File: config.mk
export PLATFORM = sky130hd
export DESIGN_NAME = btn_input_conditioner_flat
export DESIGN_NICKNAME = d
export VERILOG_FILES = /design/src/rtl/btn_input_conditioner_if.sv /design/src/rtl/btn_input_conditioner.sv /design/src/flat_wrapper.sv
export SDC_FILE = /design/constraint.sdc
export NUM_CORES = 1
export LEC_CHECK = 0
export BUFFER_PORTS_ARGS = -buffer_cell sky130_fd_sc_hd__buf_2
export CAP_MARGIN = 20
export CORE_MARGIN = 2
export CORE_UTILIZATION = 50
export DETAILED_ROUTE_END_ITERATION = 6
export PLACE_DENSITY = 0.83
export SYNTH_ARGS = -nofsm -noshare
export SYNTH_HDL_FRONTEND = slang
export SYNTH_SLANG_ARGS = --single-unit
File: constraint.sdc
create_clock -name clk_pi -period 1.4 [get_ports clk_pi]
set_clock_uncertainty 0.05 [all_clocks]
set_input_delay 0.14 -clock clk_pi [delete_from_list [all_inputs] [get_ports clk_pi]]
set_output_delay 0.14 -clock clk_pi [all_outputs]
set_load 0.05 [all_outputs]
File: src/rtl/btn_input_conditioner_if.sv
// Button conditioner bus.
// Groups the tick/button inputs and the conditioned event outputs of
// btn_input_conditioner so they travel as one bundle.
//   clk_en_pi      : one-cycle debounce tick from clkdiv
//   btn_pi         : raw, asynchronous, bouncing button pins
//   btn_level_po   : debounced button level
//   btn_press_po   : one-clock pulse on debounced 0->1
//   btn_release_po : one-clock pulse on debounced 1->0
//   op_po          : one-hot latched operation select
//   op_valid_po    : high once any press has been latched
// The slave modport is the conditioner; master is whoever drives the pins.
interface btn_input_conditioner_if #(
    parameter int unsigned NUM_BTN = 4
);
    logic               clk_en_pi;
    logic [NUM_BTN-1:0] btn_pi;
    logic [NUM_BTN-1:0] btn_level_po;
    logic [NUM_BTN-1:0] btn_press_po;
    logic [NUM_BTN-1:0] btn_release_po;
    logic [NUM_BTN-1:0] op_po;
    logic               op_valid_po;

    modport master (
        output clk_en_pi,
        output btn_pi,
        input  btn_level_po,
        input  btn_press_po,
        input  btn_release_po,
        input  op_po,
        input  op_valid_po
    );

    modport slave (
        input  clk_en_pi,
        input  btn_pi,
        output btn_level_po,
        output btn_press_po,
        output btn_release_po,
        output op_po,
        output op_valid_po
    );
endinterface

File: src/rtl/btn_input_conditioner.sv
// Push-button front end: two-flop synchronizer, per-bit tick-based debounce,
// press/release edge pulses and a one-hot operation-select latch.
//   clk_pi   : system clock, rising edge
//   rst_n_pi : asynchronous active-low reset
//   bus      : btn_input_conditioner_if slave (tick, raw pins, conditioned outputs)
// Each bit is a LOW/HIGH state plus a counter of consecutive ticks during which
// the synchronized input disagreed with the debounced level.
module btn_input_conditioner #(
    parameter int unsigned NUM_BTN  = 4,
    parameter int unsigned DB_TICKS = 4,
    parameter int unsigned CNT_W    = 5
) (
    input logic                    clk_pi,
    input logic                    rst_n_pi,
    btn_input_conditioner_if.slave bus
);

    localparam logic [CNT_W-1:0] CntLast = CNT_W'(DB_TICKS - 1);

    typedef enum logic {StLow = 1'b0, StHigh = 1'b1} db_state_e;

    logic [NUM_BTN-1:0] sync1_q;
    logic [NUM_BTN-1:0] sync2_q;
    db_state_e          state_q [NUM_BTN];
    logic [CNT_W-1:0]   cnt_q   [NUM_BTN];
    logic [NUM_BTN-1:0] press_q;
    logic [NUM_BTN-1:0] release_q;
    logic [NUM_BTN-1:0] op_q;
    logic               op_valid_q;
    logic [NUM_BTN-1:0] op_d;
    logic [NUM_BTN-1:0] level;

    // Lowest-index set bit of the registered press vector wins.
    always_comb begin
        logic found;
        found = 1'b0;
        op_d  = '0;
        for (int i = 0; i < NUM_BTN; i++) begin
            op_d[i] = press_q[i] & ~found;
            found   = found | press_q[i];
        end
    end

    always_ff @(posedge clk_pi or negedge rst_n_pi) begin
        if (!rst_n_pi) begin
            sync1_q    <= '0;
            sync2_q    <= '0;
            press_q    <= '0;
            release_q  <= '0;
            op_q       <= '0;
            op_valid_q <= 1'b0;
            for (int i = 0; i < NUM_BTN; i++) begin
                state_q[i] <= StLow;
                cnt_q[i]   <= '0;
            end
        end else begin
            sync1_q   <= bus.btn_pi;
            sync2_q   <= sync1_q;
            press_q   <= '0;
            release_q <= '0;
            for (int i = 0; i < NUM_BTN; i++) begin
                if (sync2_q[i] == (state_q[i] == StHigh)) begin
                    // Agreement on any clock restarts the count: rejects glitches.
                    cnt_q[i] <= '0;
                end else if (bus.clk_en_pi) begin
                    if (cnt_q[i] == CntLast) begin
                        cnt_q[i] <= '0;
                        case (state_q[i])
                            StLow: begin
                                state_q[i] <= StHigh;
                                press_q[i] <= 1'b1;
                            end
                            default: begin
                                state_q[i]   <= StLow;
                                release_q[i] <= 1'b1;
                            end
                        endcase
                    end else begin
                        cnt_q[i] <= cnt_q[i] + 1'b1;
                    end
                end
            end
            if (press_q != '0) begin
                op_q       <= op_d;
                op_valid_q <= 1'b1;
            end
        end
    end

    always_comb begin
        level = '0;
        for (int i = 0; i < NUM_BTN; i++) begin
            level[i] = (state_q[i] == StHigh);
        end
    end

    assign bus.btn_level_po   = level;
    assign bus.btn_press_po   = press_q;
    assign bus.btn_release_po = release_q;
    assign bus.op_po          = op_q;
    assign bus.op_valid_po    = op_valid_q;

endmodule

File: src/flat_wrapper.sv
// flat-port wrapper written by rule: the top's interface ports become plain ports
module btn_input_conditioner_flat 
#(
    parameter int unsigned NUM_BTN  = 4,
    parameter int unsigned DB_TICKS = 4,
    parameter int unsigned CNT_W    = 5
)
  (clk_pi, rst_n_pi, bus_clk_en_pi, bus_btn_pi, bus_btn_level_po, bus_btn_press_po, bus_btn_release_po, bus_op_po, bus_op_valid_po);
  btn_input_conditioner_if #(.NUM_BTN(NUM_BTN)) bus_i ();
  input logic clk_pi;
  input logic rst_n_pi;
  input wire logic [$bits(bus_i.clk_en_pi)-1:0] bus_clk_en_pi;
  input wire logic [$bits(bus_i.btn_pi)-1:0] bus_btn_pi;
  output wire logic [$bits(bus_i.btn_level_po)-1:0] bus_btn_level_po;
  output wire logic [$bits(bus_i.btn_press_po)-1:0] bus_btn_press_po;
  output wire logic [$bits(bus_i.btn_release_po)-1:0] bus_btn_release_po;
  output wire logic [$bits(bus_i.op_po)-1:0] bus_op_po;
  output wire logic [$bits(bus_i.op_valid_po)-1:0] bus_op_valid_po;
  assign bus_i.clk_en_pi = bus_clk_en_pi;
  assign bus_i.btn_pi = bus_btn_pi;
  assign bus_btn_level_po = bus_i.btn_level_po;
  assign bus_btn_press_po = bus_i.btn_press_po;
  assign bus_btn_release_po = bus_i.btn_release_po;
  assign bus_op_po = bus_i.op_po;
  assign bus_op_valid_po = bus_i.op_valid_po;
  btn_input_conditioner #(.NUM_BTN(NUM_BTN), .DB_TICKS(DB_TICKS), .CNT_W(CNT_W)) u_core (.clk_pi(clk_pi), .rst_n_pi(rst_n_pi), .bus(bus_i));
endmodule
==> run_results.csv <==
group,metric,value,unit
status,status,"finished with violations",
status,violations,"setup timing",
drt,drcViolationCount,0,
drt,detailroute.via_count,1368,
min_path,worstHoldPathType,"input port to async pin",
yosys,synth_cell_types,30,
placement,hpwl,2392,µm
flow_run,cap_violations,0,
yosys,async_flop_share,100.0,%
worst_setup_path,crit_buf_inv,1,
worst_setup_path,reg2regPathDepth,5,
yosys,ys_warn_count,0,
yosys,netlist_area,1843,µm²
placement,portBuffers,23,
worst_setup_path,cp.required,1580,ps
floorplanning,die_x,64.71,µm
timing,slew_headroom,65.54,%
placement,pre_cts_slack,-72.08,ps
layout,nNetsFinal,216,
worst_setup_path,path_cells,"ha_2 -> nor4b_4 -> buf_4 -> or3_1 -> a21oi_1",
floorplanning,core_area,3606,µm²
global_route,grt_pass1_vias,1391,
clock_tree,cts_tree,"done",
timing,min_period,1416,ps
drt,ant_nets,0,
yosys,syn_inst,151,
yosys,synthFlopType,"dfrtp_1",
timing,period_share,101.1,%
worst_setup_path,crit_fanout,3,
worst_setup_path,critPathKind,"flip-flop to flip-flop",
worst_setup_path,r2r_slack,-20,ps
yosys,synth_seq_cells,45,
floorplanning,fp-row-count,22,
yosys,yosysTopAreaCell,"dfrtp_1",
yosys,synth_edf_count,0,
timing,timing.final.ws_setup,-16.09,ps
clock_tree,clock_latency,300,ps
power,p_leak,1.130,nW
drt,first_pass_iters,5,
yosys,synthesis.nets,162,
layout,fin_cells,254,
worst_setup_path,critPathLaunch,"u_core.cnt_q[11]",
drt,drt_iter0_markers,74,
yosys,yosysSeqAreaShare,61.10,%
worst_setup_path,arrival,1590,ps
yosys,yosysMostFrequentCell,"dfrtp_1",
floorplanning,start_util,51.11,%
clock_tree,numCtsBuffers,5,
drt,viasPerCell,5.386,
global_route,gr-usage-all-layers,19.13,%
placement,globalplace.congestion,0.7238,
yosys,synthTopCellsByArea,"dfrtp_1 61%, xor2_1 3.8%, nor3b_1 3.3%",
global_route,grt-ovfl-total,0,
clock_tree,cts.sinks,45,
floorplanning,dieArea,4187,µm²
timing,rsz0062_at_grt,"true",
clock_tree,clk_pin_slew,80,ps
worst_setup_path,path_depth,5,
worst_setup_path,cp-start-kind,"flip-flop",
timing,worst_pin_slew,513.2,ps
layout,drive_gt1_share,37.86,%
global_route,antenna_found_initial,0,
timing,setup_viol_count_final,3,
layout,utilization,66.66,%
global_route,grt_pass1_wl,6154,µm
worst_setup_path,cpLargestDelayFamily,"simple AND/OR/NAND/NOR gates",
power,p_per_area,1727,nW/µm²
layout,syn_to_final_growth,30.41,%
layout,antenna_cells,0,
worst_setup_path,r2r_start,"u_core.cnt_q[11]",
timing,finalHoldViolCount,0,
clock_tree,root_buffer,"clkbuf_8",
power,ir_drop,0.9204,mV
placement,dp_cells,229,
yosys,syn_avg_cell_area,12.21,µm²
power,total_power,4.151,mW
timing,drv_slew,0,
yosys,synth_common_cells,"45 x dfrtp_1, 15 x nand2_1, 13 x nor2_1, 11 x a21oi_1",
worst_setup_path,endpoint_kind,"flip-flop",
floorplanning,io_pins,24,
drt,wirelength,3669,µm
timing,fmax,706.2,MHz
floorplanning,die_y,64.71,µm
yosys,synth_top_area_share,61.10,%
clock_tree,htreeDepth,2,
drt,wl_per_cell,14.44,µm
global_route,grt_start_max_net_pins,21,
worst_setup_path,crit_path_max_incr_delay,400,ps
clock_tree,clk_path_buf_depth,2,
worst_setup_path,slowest_stage,"dfrtp_1",
## where the power goes
part	leakage (nW)	switching (mW)	internal (mW)
registers	0.592	0.197	1.52
clock network	0.0585	0.425	0.582
logic	0.479	0.849	0.577
## final cells by class
class                   instances  area [µm²]
fillers                       274        1202
flip-flops and latches         45        1130
clock buffers                   7       86.33
well taps                      48       60.06
multi-input cells             100       743.2
inverters                       3       11.26
clock inverters                 1       30.03
repair buffers                 50       342.8
## state kept, by name, summed over array words and instances (netlist names)
name                       flops
u_core.sync2_q                 4
u_core.sync1_q                 4
u_core.cnt_q                  20
u_core.bus.btn_release_po      4
u_core.bus.op_valid_po         1
u_core.bus.btn_level_po        4
u_core.bus.btn_press_po        4
u_core.bus.op_po               4
## per-stage QoR
| step | TNS (ps) | hold slack (ps) | cell area [µm²] |
|---|---|---|---|
| 2_1_floorplan | 0 | -205.6 | 1853 |
| 3_3_place_gp | 0 | -9.941 | 2092 |
| 3_5_place_dp | -161.1 | -5.176 | 2092 |
| 4_1_cts | -76.54 | 198.2 | 2317 |
| 5_1_grt | -273.7 | 233.4 | 2404 |
| 6_report | -26.73 | 207.9 | 2404 |
## final timing paths
path,end
hold reg to reg,u_core.sync2_q[0]
hold / removal,u_core.bus.op_po[1]
max in group asynchronous,u_core.cnt_q[3]
min in group clk_pi,u_core.cnt_q[1]
setup / recovery,u_core.cnt_q[10]
setup reg to reg,u_core.cnt_q[10]
## layer usage
layer,part of all wire (%),routed length [µm],GRT usage (%),up-vias
li1,-,-,-,636
met2,51,1865,32.60,47
met4,1.6,57,6.915,0
met5,0,0,0,-
met3,5.9,218,5.035,11
met1,42,1526,23.33,674
## worst register-to-register path: stages (launching register included)
cell	delay (ps)
dfrtp_1	400
ha_2	200
nor4b_4	140
buf_4	140
or3_1	300
a21oi_1	120
## cell families after synthesis
family,count (synthesis),share of synthesized area [%]
compound gates,14,4.413
buf+inv,6,1.901
xor+xnor,12,5.703
simple gates,64,20.44
fa+ha+maj,4,2.716
flops,45,61.10
mux,6,3.734
## layout by cell type, fill, tap and decap left out, types with 7 or more instances in the layout
master	n
nand4_1	8
dfrtp_1	42
nor2_1	12
xor2_1	8
nand2_1	14
a21oi_1	11
buf_2	23
nor3b_1	7
buf_4	21
## timing repair
action,in CTS,in global routing
setup endpoints to repair,5,12
cloned,0,0
pin swaps,4,5
buffers inserted,5,7
hold buffers,5,0
hold endpoints to repair,35,0
resized for setup,5,8
Power figures use the tool's default switching activity.
